File: src/rtl/crc_frame_appender.sv
// Streaming CRC appender: frames pass through byte by byte and the frame CRC
// is appended after the last payload byte. crc_calc is the generic CRC engine.

module crc_calc #(
  parameter logic [63:0] POLY       = 64'h8005,
  parameter int unsigned CRC_SIZE   = 16,
  parameter int unsigned DATA_WIDTH = 8,
  parameter logic [63:0] INIT       = 64'h0000,
  parameter bit          REF_IN     = 1'b1,
  parameter bit          REF_OUT    = 1'b1,
  parameter logic [63:0] XOR_OUT    = 64'hffff
) (
  input  logic                  clk_i,
  input  logic                  rst_i,
  input  logic                  soft_reset_i,
  input  logic                  valid_i,
  input  logic [DATA_WIDTH-1:0] data_i,
  output logic [CRC_SIZE-1:0]   crc_o
);

  localparam logic [CRC_SIZE-1:0] POLY_W = POLY[CRC_SIZE-1:0];
  localparam logic [CRC_SIZE-1:0] INIT_W = INIT[CRC_SIZE-1:0];
  localparam logic [CRC_SIZE-1:0] XOR_W  = XOR_OUT[CRC_SIZE-1:0];

  logic [CRC_SIZE-1:0] crc_q, crc_d, crc_rev;
  logic                bit_in, fb;

  // Register holds the unreflected MSB-first remainder; input reflection only
  // changes the order in which data bits are shifted in.
  always_comb begin
    crc_d  = crc_q;
    bit_in = 1'b0;
    fb     = 1'b0;
    for (int unsigned i = 0; i < DATA_WIDTH; i++) begin
      bit_in = REF_IN ? data_i[i] : data_i[DATA_WIDTH-1-i];
      fb     = crc_d[CRC_SIZE-1] ^ bit_in;
      crc_d  = {crc_d[CRC_SIZE-2:0], 1'b0} ^ (fb ? POLY_W : '0);
    end
  end

  always_comb begin
    crc_rev = '0;
    for (int unsigned i = 0; i < CRC_SIZE; i++) begin
      crc_rev[i] = crc_q[CRC_SIZE-1-i];
    end
    crc_o = (REF_OUT ? crc_rev : crc_q) ^ XOR_W;
  end

  always_ff @(posedge clk_i) begin
    if (rst_i || soft_reset_i) begin
      crc_q <= INIT_W;
    end else if (valid_i) begin
      crc_q <= crc_d;
    end
  end

endmodule

module crc_frame_appender #(
  parameter logic [63:0] POLY      = 64'h8005,
  parameter int unsigned CRC_SIZE  = 16,
  parameter logic [63:0] INIT      = 64'h0000,
  parameter bit          REF_IN    = 1'b1,
  parameter bit          REF_OUT   = 1'b1,
  parameter logic [63:0] XOR_OUT   = 64'hffff,
  parameter bit          LSB_FIRST = 1'b1
) (
  input  logic        clk_i,
  input  logic        rst_i,
  input  logic        s_valid_i,
  output logic        s_ready_o,
  input  logic [7:0]  s_data_i,
  input  logic        s_last_i,
  output logic        m_valid_o,
  input  logic        m_ready_i,
  output logic [7:0]  m_data_o,
  output logic        m_last_o,
  output logic        busy_o,
  output logic [15:0] frame_cnt_o
);

  localparam int unsigned NBYTES   = CRC_SIZE / 8;
  localparam logic [2:0]  LAST_IDX = 3'(NBYTES - 1);

  typedef enum logic {ST_DATA, ST_APPEND} state_t;

  state_t              state_q, state_d;
  logic [2:0]          idx_q, idx_d, sel;
  logic                m_valid_d, m_last_d;
  logic [7:0]          m_data_d, crc_byte;
  logic [15:0]         cnt_d;
  logic                out_free, crc_valid, crc_soft_rst;
  logic [CRC_SIZE-1:0] crc;

  crc_calc #(
    .POLY       (POLY),
    .CRC_SIZE   (CRC_SIZE),
    .DATA_WIDTH (8),
    .INIT       (INIT),
    .REF_IN     (REF_IN),
    .REF_OUT    (REF_OUT),
    .XOR_OUT    (XOR_OUT)
  ) u_crc (
    .clk_i        (clk_i),
    .rst_i        (rst_i),
    .soft_reset_i (crc_soft_rst),
    .valid_i      (crc_valid),
    .data_i       (s_data_i),
    .crc_o        (crc)
  );

  // MSB-first order is the LSB-first byte index mirrored.
  always_comb begin
    sel      = LSB_FIRST ? idx_q : (LAST_IDX - idx_q);
    crc_byte = 8'(crc >> {sel, 3'b000});
  end

  always_comb begin
    out_free     = !m_valid_o || m_ready_i;
    state_d      = state_q;
    idx_d        = idx_q;
    m_valid_d    = m_valid_o;
    m_data_d     = m_data_o;
    m_last_d     = m_last_o;
    cnt_d        = frame_cnt_o;
    s_ready_o    = 1'b0;
    busy_o       = 1'b0;
    crc_valid    = 1'b0;
    crc_soft_rst = 1'b0;
    case (state_q)
      ST_DATA: begin
        s_ready_o = out_free;
        if (s_valid_i && out_free) begin
          m_data_d  = s_data_i;
          m_last_d  = 1'b0;
          m_valid_d = 1'b1;
          crc_valid = 1'b1;
          if (s_last_i) begin
            state_d = ST_APPEND;
            idx_d   = '0;
          end
        end else if (out_free) begin
          m_valid_d = 1'b0;
        end
      end
      ST_APPEND: begin
        busy_o = 1'b1;
        if (out_free) begin
          m_data_d  = crc_byte;
          m_valid_d = 1'b1;
          m_last_d  = 1'b0;
          idx_d     = idx_q + 3'd1;
          if (idx_q == LAST_IDX) begin
            m_last_d     = 1'b1;
            crc_soft_rst = 1'b1;
            cnt_d        = frame_cnt_o + 16'd1;
            state_d      = ST_DATA;
          end
        end
      end
      default: state_d = ST_DATA;
    endcase
  end

  always_ff @(posedge clk_i) begin
    if (rst_i) begin
      state_q     <= ST_DATA;
      idx_q       <= '0;
      m_valid_o   <= 1'b0;
      m_data_o    <= '0;
      m_last_o    <= 1'b0;
      frame_cnt_o <= '0;
    end else begin
      state_q     <= state_d;
      idx_q       <= idx_d;
      m_valid_o   <= m_valid_d;
      m_data_o    <= m_data_d;
      m_last_o    <= m_last_d;
      frame_cnt_o <= cnt_d;
    end
  end

endmodule

File: config.mk
export PLATFORM = sky130hd
export DESIGN_NAME = crc_frame_appender
export DESIGN_NICKNAME = d
export VERILOG_FILES = /design/src/rtl/crc_frame_appender.sv
export SDC_FILE = /design/constraint.sdc
export NUM_CORES = 1
export LEC_CHECK = 0
export CORE_ASPECT_RATIO = 0.75
export CORE_MARGIN = 2
export CORE_UTILIZATION = 50
export CTS_BUF_LIST = sky130_fd_sc_hd__clkbuf_16
export DETAILED_ROUTE_END_ITERATION = 16
export PLACE_DENSITY = 0.85
export SYNTH_ARGS = -nofsm -noshare
export SYNTH_HDL_FRONTEND = slang
export SYNTH_SLANG_ARGS = --single-unit
File: constraint.sdc
create_clock -name clk_i -period 4.83 [get_ports clk_i]
set_input_delay 0.7245 -clock clk_i [delete_from_list [all_inputs] [get_ports clk_i]]
set_output_delay 0.7245 -clock clk_i [all_outputs]
set_load 0.1 [all_outputs]
==> results.py, run 1 <==
metrics = {
    "outcome": {
        "outcome": "finished clean",
    },
    "timing": {
        "finalHoldViolations": 0,
        "rsz0062_at_grt": "no",
        "layout_min_cycle_time_ns": 3.48,
        "max_slew.worst_pin.slew_ns": 1.03,
        "finClkSkew_ns": 0.00353,
        "finalSetupTns_ns": 0,
        "post-route-period-util_pct": 72.0,
        "timing.final.max_slew_violations": 0,
        "setup_viol": 0,
        "max_freq_ghz": 0.288,
        "max_slew_margin_pct": 30.8,
    },
    "final_layout": {
        "fillers": 313,
        "area_growth_syn_to_layout_pct": 28.7,
        "fin_nets": 292,
        "drive_above_1_share_pct": 4.69,
        "fin_area_mm2": 0.00270,
        "diodes": 0,
    },
    "floorplan": {
        "start_util_pct": 52.0,
        "die_y_um": 60.1,
        "rows": 20,
        "core-area_mm2": 0.00403,
        "die_area_mm2": 0.00473,
        "die_w_um": 78.7,
        "boundaryPins": 41,
    },
    "worst_setup_path": {
        "startpoint_type": "input pin",
        "criticalPathCategory": "in -> out",
        "crit_required_ns": 4.11,
        "crit_arrival_ns": 2.75,
        "endpoint_kind": "primary output",
        "critPathMaxFanout": 6,
    },
    "placed_design": {
        "hpwlAfterDp_mm": 3.09,
        "placed_area_mm2": 0.00253,
        "routabilityCongestion": 0.854,
        "place.port_buffers": 40,
    },
    "grt": {
        "grt_pass1_wl_mm": 7.27,
        "first_global_vias": 1520,
        "grt_overflow": 0,
        "globalRouteTotalUtil_pct": 20.9,
        "antenna_found_initial": 0,
        "grt_max_degree": 31,
    },
    "drt": {
        "wl_per_cell_um": 14.1,
        "top_layer_used": "met4",
        "drt_iter0_drc": 99,
        "ant_nets": 0,
        "drt-total-wl_mm": 4.69,
        "wl_met2_mm": 2.11,
        "drtPass1Iterations": 5,
        "dr_wl_met3_um": 341,
        "vias": 1804,
        "routedLengthMet1_mm": 2.17,
        "via_per_inst": 5.43,
        "drc": 0,
    },
    "synthesis": {
        "synthCells": 239,
        "syn_area_mm2": 0.00209,
        "postSynthAreaPerCell_um2": 8.76,
        "ys_seq_area_share_pct": 44.0,
        "syn-num-nets": 255,
        "yosysUniqueCellTypes": 29,
        "ys_warn_count": 0,
        "ys_ff_latch": 46,
    },
    "clock_tree": {
        "cts_made_buffers": 5,
        "cts_tree": "done",
        "cts_resized": 0,
        "postCtsSetupRepairBufs": 0,
        "cts_max_level": 2,
        "ctsRootBufferMaster": "clkbuf_16",
        "path_clk_slew_ns": 0.06,
        "clockBufferDepth": 2,
        "numClockSinks": 46,
        "holdBufCountCts": 0,
        "clkLatencyLatePin_ns": 0.29,
    },
    "power": {
        "p_leak_nw": 0.949,
        "ir_drop_mv": 0.223,
        "power_density_mw_per_mm2": 409,
    },
    "min_path": {
        "hold_path.class": "reg -> reg",
    },
    "job": {
        "drv_cap": 0,
    },
}
## metrics by stage
| stage | total power, mW | instances | util [%] | setup WS (ns) | hold WS, ns |
|---|---|---|---|---|---|
| CTS | 1.10 | 332 | 66.9 | 1.36 | 0.477 |
| finish | 1.10 | 332 | 66.9 | 1.35 | 0.484 |
| global placement | 0.716 | 324 | 62.8 | 1.38 | 0.456 |
| global route | 1.15 | 332 | 66.9 | 1.29 | 0.504 |
| detailed placement | 0.719 | 324 | 62.8 | 1.37 | 0.470 |
| floorplan | 0.661 | 239 | - | 2.04 | 0.445 |
## sequential cells by signal (all words and copies together) (netlist names)
| signal | count |
|---|---|
| m_last_o | 1 |
| frame_cnt_o | 16 |
| idx_q | 3 |
| state_q | 1 |
| m_data_o | 8 |
| u_crc.crc_q | 16 |
| m_valid_o | 1 |
## cell usage in the layout (no fill, tap or decap), types with 7 or more instances in the layout
master	n
xor2_1	9
xnor2_1	22
nand2_1	20
dfxtp_1	46
nor2_1	37
mux2i_1	9
nor3_1	12
a21oi_1	16
clkdlybuf4s50_1	40
a221oi_1	8
a211oi_1	8
nand4_1	7
## synth_stat cells
cell,count,area (um2)
ha_1,3,37.5
xnor3_2,1,23.8
and2_1,2,12.5
and3_1,4,25.0
a211oi_1,8,60.1
or3_1,4,25.0
clkbuf_1,9,33.8
xnor2_1,22,193
a21oi_1,16,80.1
nand4b_1,1,8.76
and4b_1,1,10.0
xor2_1,9,78.8
or2_1,1,6.26
a221oi_1,8,70.1
nand4_1,7,43.8
mux2i_1,9,90.1
inv_1,3,11.3
nand2b_1,2,12.5
buf_1,2,7.51
o21ai_0,4,20.0
or4_1,1,7.51
nor3_1,12,60.1
dfxtp_1,46,921
nor2_1,37,139
nand2_1,20,75.1
a21boi_1,1,7.51
inv_2,2,7.51
nand3_1,3,15.0
o211ai_2,1,12.5
## area by class of cell
type	count	area (um2)	share of cell area (%)
inverters	5	18.8	0.696
flip-flops and latches	46	921	34.2
clock buffers	5	125	4.64
multi-input cells	177	1110	41.3
clock inverters	3	40.0	1.49
well taps	55	68.8	2.55
repair buffers	41	408	15.1
## critical path, stage by stage
cell             delay [ns]
clkdlybuf4s50_1        0.47
nand2b_1               0.20
and2_1                 0.20
clkdlybuf4s50_1        1.15
## kinds of logic after synthesis
| family | after synthesis | synth area share [%] |
|---|---|---|
| flops | 46 | 44.0 |
| fa+ha+maj | 3 | 1.79 |
| mux | 9 | 4.30 |
| compound gates | 38 | 11.9 |
| buf+inv | 16 | 2.87 |
| xor+xnor | 32 | 14.1 |
| simple gates | 95 | 21.0 |
## metal layers
| metal | up-vias | GRT usage, % |
|---|---|---|
| met5 | - | 0 |
| met4 | 0 | 8.27 |
| met3 | 10 | 6.80 |
| met2 | 53 | 31.0 |
| met1 | 839 | 28.4 |
| li1 | 902 | - |
## power breakdown
part / internal, mW / leakage [nW] / switching [mW]
Clock: 0.242 / 0.0836 / 0.144
Sequential: 0.408 / 0.376 / 0.0257
Combinational: 0.110 / 0.490 / 0.171
## final timing paths
check / start / end / slack (ns) / depth (start not counted)
setup / recovery: m_ready_i / s_ready_o / 1.35 / 4
hold / removal: u_crc.crc_q[5] / u_crc.crc_q[13] / 0.48 / 2
setup reg to reg: idx_q[0] / u_crc.crc_q[15] / 2.26 / 5
hold reg to reg: u_crc.crc_q[5] / u_crc.crc_q[13] / 0.48 / 2
Note: power is estimated with default switching activity, not from simulation.
==> inputs of run 2 (changes only) <==
--- a/config.mk
+++ b/config.mk
@@ -7,10 +7,10 @@
 export LEC_CHECK = 0
 export CORE_ASPECT_RATIO = 0.75
 export CORE_MARGIN = 2
-export CORE_UTILIZATION = 50
+export CORE_UTILIZATION = 46
 export CTS_BUF_LIST = sky130_fd_sc_hd__clkbuf_16
 export DETAILED_ROUTE_END_ITERATION = 16
-export PLACE_DENSITY = 0.85
+export PLACE_DENSITY = 0.82
 export SYNTH_ARGS = -nofsm -noshare
 export SYNTH_HDL_FRONTEND = slang
 export SYNTH_SLANG_ARGS = --single-unit
==> constraint.sdc (replaced) <==
create_clock -name clk_i -period 3.02 [get_ports clk_i]
set_input_delay 0.453 -clock clk_i [delete_from_list [all_inputs] [get_ports clk_i]]
set_output_delay 0.453 -clock clk_i [all_outputs]
set_load 0.1 [all_outputs]
==> run 2 against run 1 <==
Effect of this change: via count is 1.9% higher; wire length grew 1.8%; critical endpoint is now u_crc.crc_q[15]; largest cell class unchanged; die area rose by 8.2%; largest power group unchanged.
==> results.py, run 2 (synthesis gave the netlist of run 1 again) <==
metrics = {
    "final_layout": {
        "mostFrequentLayoutCell": "dfxtp_1",
        "fin_nets": 296,
        "drive_above_1_share_pct": 15.3,
        "area_growth_syn_to_layout_pct": 25.6,
        "layout_common_cells": "dfxtp_1, nor2_1, buf_4",
        "fillers": 378,
        "diodes": 0,
        "reg.largest.list": "frame_cnt_o: 16 flops, u_crc.crc_q: 16 flops, m_data_o: 8 flops",
    },
    "worst_setup_path": {
        "endpoint_kind": "flop",
        "criticalPathCategory": "in -> reg",
        "crit_arrival_ns": 2.70,
        "cp.depth": 7,
        "crit_path_cell_trace": "clkdlybuf4s50_1 > xnor2_1 > xor2_1 > xnor3_2 > xnor2_1 > or4_1 > o211ai_2",
        "crit_buf_inv": 1,
        "critPathLaunch": "s_data_i[1]",
        "startpoint_type": "input pin",
        "reg2reg_depth": 6,
        "reg2reg_slack_ns": 0.85,
        "critPathMaxFanout": 3,
        "crit_path_end": "u_crc.crc_q[15]",
        "slowest_stage": "xnor3_2",
        "r2r_end": "u_crc.crc_q[15]",
        "critPathMaxStageDelay_ns": 0.50,
        "rr_startpoint": "u_crc.crc_q[14]",
        "critPathMostFrequentCell": "xnor2_1",
        "cpLargestDelayFamily": "XOR/XNOR gates",
        "crit_required_ns": 3.23,
    },
    "clock_tree": {
        "postCtsSetupRepairBufs": 0,
        "path_clk_slew_ns": 0.06,
        "ctsRootBufferMaster": "clkbuf_16",
        "cts_made_buffers": 5,
        "clkLatencyLatePin_ns": 0.28,
        "cts_tree": "done",
        "holdBufCountCts": 0,
        "numClockSinks": 46,
        "clockBufferDepth": 2,
        "cts_resized": 0,
        "cts_max_level": 2,
    },
    "drt": {
        "drtPass1Iterations": 4,
        "via_per_inst": 5.44,
        "drt-total-wl_mm": 4.77,
        "drc": 0,
        "vias": 1838,
        "drt_iter0_drc": 169,
        "wl_per_cell_um": 14.1,
        "ant_nets": 0,
    },
    "floorplan": {
        "die_area_mm2": 0.00511,
        "boundaryPins": 41,
        "start_util_pct": 47.4,
        "core-area_mm2": 0.00441,
        "die_y_um": 62.4,
        "rows": 21,
        "die_w_um": 81.9,
    },
    "power": {
        "p_int_mw": 1.13,
        "p_leak_nw": 1.01,
        "pwr-share-comb_pct": 27.8,
        "switching_power_mw": 0.531,
        "power_density_mw_per_mm2": 631,
        "power.share.switching_pct": 32.0,
        "p_clk_share_pct": 30.6,
        "seq_power_share_pct": 41.6,
        "ir_drop_mv": 0.386,
    },
    "placed_design": {
        "pre_cts_ws_ns": 0.267,
        "hpwlAfterDp_mm": 3.31,
        "place.port_buffers": 40,
        "routabilityCongestion": 0.843,
    },
    "grt": {
        "grt_pass1_wl_mm": 8.06,
        "first_global_vias": 1741,
        "grt_overflow": 0,
        "globalRouteTotalUtil_pct": 20.0,
        "grt_max_degree": 30,
        "antenna_found_initial": 0,
    },
    "timing": {
        "setup_slack_ns": 0.534,
        "timing.final.max_slew_violations": 0,
        "max_slew_margin_pct": 27.8,
        "max_freq_ghz": 0.402,
        "rsz0062_at_grt": "no",
        "finClkSkew_ns": 0.00350,
        "layout_min_cycle_time_ns": 2.49,
        "finalHoldViolations": 0,
        "max_slew.worst_pin.slew_ns": 1.07,
        "setup_viol": 0,
        "finalSetupTns_ns": 0,
        "post-route-period-util_pct": 82.3,
    },
    "min_path": {
        "hold_path.class": "reg -> reg",
    },
    "job": {
        "drv_cap": 0,
    },
    "outcome": {
        "outcome": "finished clean",
    },
}
-- run 2: cell count changes in the layout (fill, tap and decap cells not counted) --
| cell | delta |
|---|---|
| buf_4 | +32 |
| bufinv_16 | -1 |
| clkdlybuf4s50_1 | -28 |
| clkinv_1 | +1 |
| clkinv_2 | -1 |
| inv_1 | +1 |
-- run 2: worst min-delay path: stages (launching register included) --
cell and delay (ns):
dfxtp_1 0.32, nand2_1 0.06, a21oi_1 0.05
-- run 2: cell type report --
cell class	count	area, um2	area share, %
clock buffer	5	125	4.76
clock inverter	3	12.5	0.476
multi-input combinational	177	1110	42.3
sequential	46	921	35.0
tap	57	71.3	2.71
timing repair buffer	45	368	14.0
inverter	5	18.8	0.714
-- run 2: stage by stage --
stage	power [mW]	util, %	instances	area, um2	hold slack, ns
after floorplan	1.06	-	239	2090	0.445
after global placement	1.15	56.5	330	2490	0.457
after detailed placement	1.16	56.5	330	2490	0.465
after CTS	1.67	59.6	338	2630	0.472
after global routing	1.73	59.6	338	2630	0.494
final	1.66	59.6	338	2630	0.470
-- run 2: worst min path at each step --
stage | startpoint | endpoint | slack, ns | cells after the start
6_report | u_crc.crc_q[4] | u_crc.crc_q[12] | 0.47 | 2
5_1_grt | u_crc.crc_q[4] | u_crc.crc_q[12] | 0.49 | 2
4_1_cts | u_crc.crc_q[4] | u_crc.crc_q[12] | 0.47 | 2
3_5_place_dp | u_crc.crc_q[6] | u_crc.crc_q[14] | 0.47 | 2
3_3_place_gp | u_crc.crc_q[4] | u_crc.crc_q[12] | 0.46 | 2
2_1_floorplan | u_crc.crc_q[2] | u_crc.crc_q[10] | 0.44 | 2
-- run 2: power groups by stage --
stage	Sequential (mW)	Combinational, mW	Clock, mW
2_1_floorplan	0.796	0.260	0
3_3_place_gp	0.701	0.448	0
3_5_place_dp	0.702	0.456	0
4_1_cts	0.689	0.460	0.519
5_1_grt	0.696	0.489	0.543
6_report	0.690	0.461	0.508
-- run 2: layer usage --
| layer | routed length (um) | global-route usage, % |
|---|---|---|
| met5 | 0 | 0 |
| met4 | 50 | 6.25 |
| met3 | 331 | 4.77 |
| met2 | 2180 | 30.1 |
| met1 | 2210 | 28.3 |
==> inputs of run 3 (changes only) <==
--- a/config.mk
+++ b/config.mk
@@ -7,10 +7,10 @@
 export LEC_CHECK = 0
 export CORE_ASPECT_RATIO = 0.75
 export CORE_MARGIN = 2
-export CORE_UTILIZATION = 46
+export CORE_UTILIZATION = 50
 export CTS_BUF_LIST = sky130_fd_sc_hd__clkbuf_16
 export DETAILED_ROUTE_END_ITERATION = 16
-export PLACE_DENSITY = 0.82
+export PLACE_DENSITY = 0.85
 export SYNTH_ARGS = -nofsm -noshare
 export SYNTH_HDL_FRONTEND = slang
 export SYNTH_SLANG_ARGS = --single-unit
==> constraint.sdc (replaced) <==
create_clock -name clk_i -period 2.55 [get_ports clk_i]
set_input_delay 0.3825 -clock clk_i [delete_from_list [all_inputs] [get_ports clk_i]]
set_output_delay 0.3825 -clock clk_i [all_outputs]
set_load 0.1 [all_outputs]
==> run 3 against run 2 <==
Effect of this change: wire length down 0.17%; worst setup slack worse by 0.25 ns; critical endpoint unchanged; utilization up 7.3 points; clock skew up 0.0035 ns; sequential share of layout area down 0.85 points; cell count up 1.2%; largest cell class unchanged.
==> results.py, run 3 (synthesis gave the netlist of run 1 again) <==
metrics = {
    "drt": {
        "drt-total-wl_mm": 4.76,
        "dr_wl_met3_um": 340,
        "routedLengthMet1_mm": 2.37,
        "drtPass1Iterations": 5,
        "drt_iter0_drc": 152,
        "wl_met2_mm": 2.03,
        "top_layer_used": "met4",
        "wl_per_cell_um": 13.9,
        "drc": 0,
        "vias": 1875,
        "via_per_inst": 5.48,
        "ant_nets": 0,
    },
    "clock_tree": {
        "holdBufCountCts": 0,
        "cts_max_level": 2,
        "cts_made_buffers": 5,
        "ctsRootBufferMaster": "clkbuf_16",
        "cts_tree": "done",
        "clkLatencyLatePin_ns": 0.28,
        "numClockSinks": 46,
        "postCtsSetupRepairBufs": 0,
        "cts_resized": 0,
        "clockBufferDepth": 2,
        "path_clk_slew_ns": 0.06,
    },
    "final_layout": {
        "drive_above_1_share_pct": 18.1,
        "fin_area_mm2": 0.00270,
        "reg.largest.list": "frame_cnt_o: 16 flops, u_crc.crc_q: 16 flops, m_data_o: 8 flops",
        "area_growth_syn_to_layout_pct": 28.7,
        "diodes": 0,
        "layout_common_cells": "dfxtp_1, buf_4, nor2_1",
        "mostFrequentLayoutCell": "dfxtp_1",
        "fin_nets": 302,
    },
    "timing": {
        "finalHoldViolations": 0,
        "rsz0062_at_grt": "no",
        "setup_viol": 0,
        "post-route-period-util_pct": 89.0,
        "max_slew.worst_pin.slew_ns": 0.455,
        "finalSetupTns_ns": 0,
        "layout_min_cycle_time_ns": 2.27,
        "max_freq_ghz": 0.441,
        "timing.final.max_slew_violations": 0,
        "finClkSkew_ns": 0.00703,
        "max_slew_margin_pct": 69.6,
    },
    "grt": {
        "grt_overflow": 0,
        "grt_pass1_wl_mm": 7.67,
        "antenna_found_initial": 0,
        "grt_max_degree": 30,
        "globalRouteTotalUtil_pct": 21.1,
        "first_global_vias": 1610,
    },
    "worst_setup_path": {
        "crit_required_ns": 2.76,
        "r2r_end": "u_crc.crc_q[15]",
        "rr_startpoint": "u_crc.crc_q[15]",
        "cpLargestDelayFamily": "XOR/XNOR gates",
        "reg2reg_depth": 6,
        "critPathMaxStageDelay_ns": 0.49,
        "crit_buf_inv": 1,
        "crit_path_cell_trace": "clkdlybuf4s50_1 > xnor2_1 > xor2_1 > xnor3_2 > xnor2_1 > or4_1 > o211ai_2",
        "criticalPathCategory": "in -> reg",
        "crit_arrival_ns": 2.48,
        "slowest_stage": "xnor3_2",
        "critPathLaunch": "s_data_i[0]",
        "reg2reg_slack_ns": 0.48,
        "cp.depth": 7,
        "critPathMaxFanout": 3,
        "startpoint_type": "input pin",
        "crit_path_end": "u_crc.crc_q[15]",
        "endpoint_kind": "flop",
        "critPathMostFrequentCell": "xnor2_1",
    },
    "power": {
        "power_density_mw_per_mm2": 748,
        "p_leak_nw": 1.04,
        "power_mw": 2.02,
        "ir_drop_mv": 0.536,
    },
    "placed_design": {
        "routabilityCongestion": 0.876,
        "place.port_buffers": 40,
        "hpwlAfterDp_mm": 3.43,
        "placed_area_mm2": 0.00255,
    },
    "floorplan": {
        "boundaryPins": 41,
        "start_util_pct": 52.0,
        "core-area_mm2": 0.00403,
        "die_y_um": 60.1,
        "die_area_mm2": 0.00473,
        "rows": 20,
        "die_w_um": 78.7,
    },
    "min_path": {
        "hold_path.class": "reg -> reg",
        "min_from": "u_crc.crc_q[3]",
    },
    "outcome": {
        "outcome": "finished clean",
    },
    "job": {
        "drv_cap": 0,
    },
}
[run 3: tightest hold or removal path: cells and delay by family, from the launching register on]
kind | cells | cell delay (ns)
AND/OR/NAND/NOR | 1 | 0.06
AO/OA/AOI/OAI | 1 | 0.05
flip-flops | 1 | 0.32
[run 3: worst min-delay path by stage]
| stage | slack, ns | depth (start not counted) | to |
|---|---|---|---|
| floorplan | 0.44 | 2 | u_crc.crc_q[10] |
| global placement | 0.46 | 2 | u_crc.crc_q[11] |
| detailed placement | 0.47 | 2 | u_crc.crc_q[11] |
| CTS | 0.47 | 2 | u_crc.crc_q[11] |
| global route | 0.50 | 2 | u_crc.crc_q[10] |
| finish | 0.48 | 2 | u_crc.crc_q[11] |
[run 3: cell type report]
type | count | area (um2)
Clock inverter | 3 | 21.3
Fill cell | 330 | 1330
Clock buffer | 5 | 125
Tap cell | 55 | 68.8
Timing Repair Buffer | 51 | 425
Multi-Input combinational cell | 177 | 1110
Sequential cell | 46 | 921
Inverter | 5 | 18.8
[run 3: where the power goes]
| group | internal (mW) | switching [mW] |
|---|---|---|
| Combinational | 0.237 | 0.345 |
| Clock | 0.362 | 0.255 |
| Sequential | 0.774 | 0.0437 |
[run 3: routing by layer]
layer | track usage (%) | up-vias
li1 | - | 928
met1 | 30.0 | 868
met2 | 31.5 | 77
met3 | 6.19 | 2
met4 | 5.51 | 0
met5 | 0 | -
[run 3: stage by stage]
stage	setup WS (ns)	hold slack (ns)	util, %	cells
6_report	0.281	0.476	66.9	342
3_3_place_gp	0.0925	0.458	63.3	334
5_1_grt	0.205	0.495	66.9	342
3_5_place_dp	0.0254	0.466	63.3	334
2_1_floorplan	0.0589	0.445	-	239
4_1_cts	0.303	0.472	66.9	342
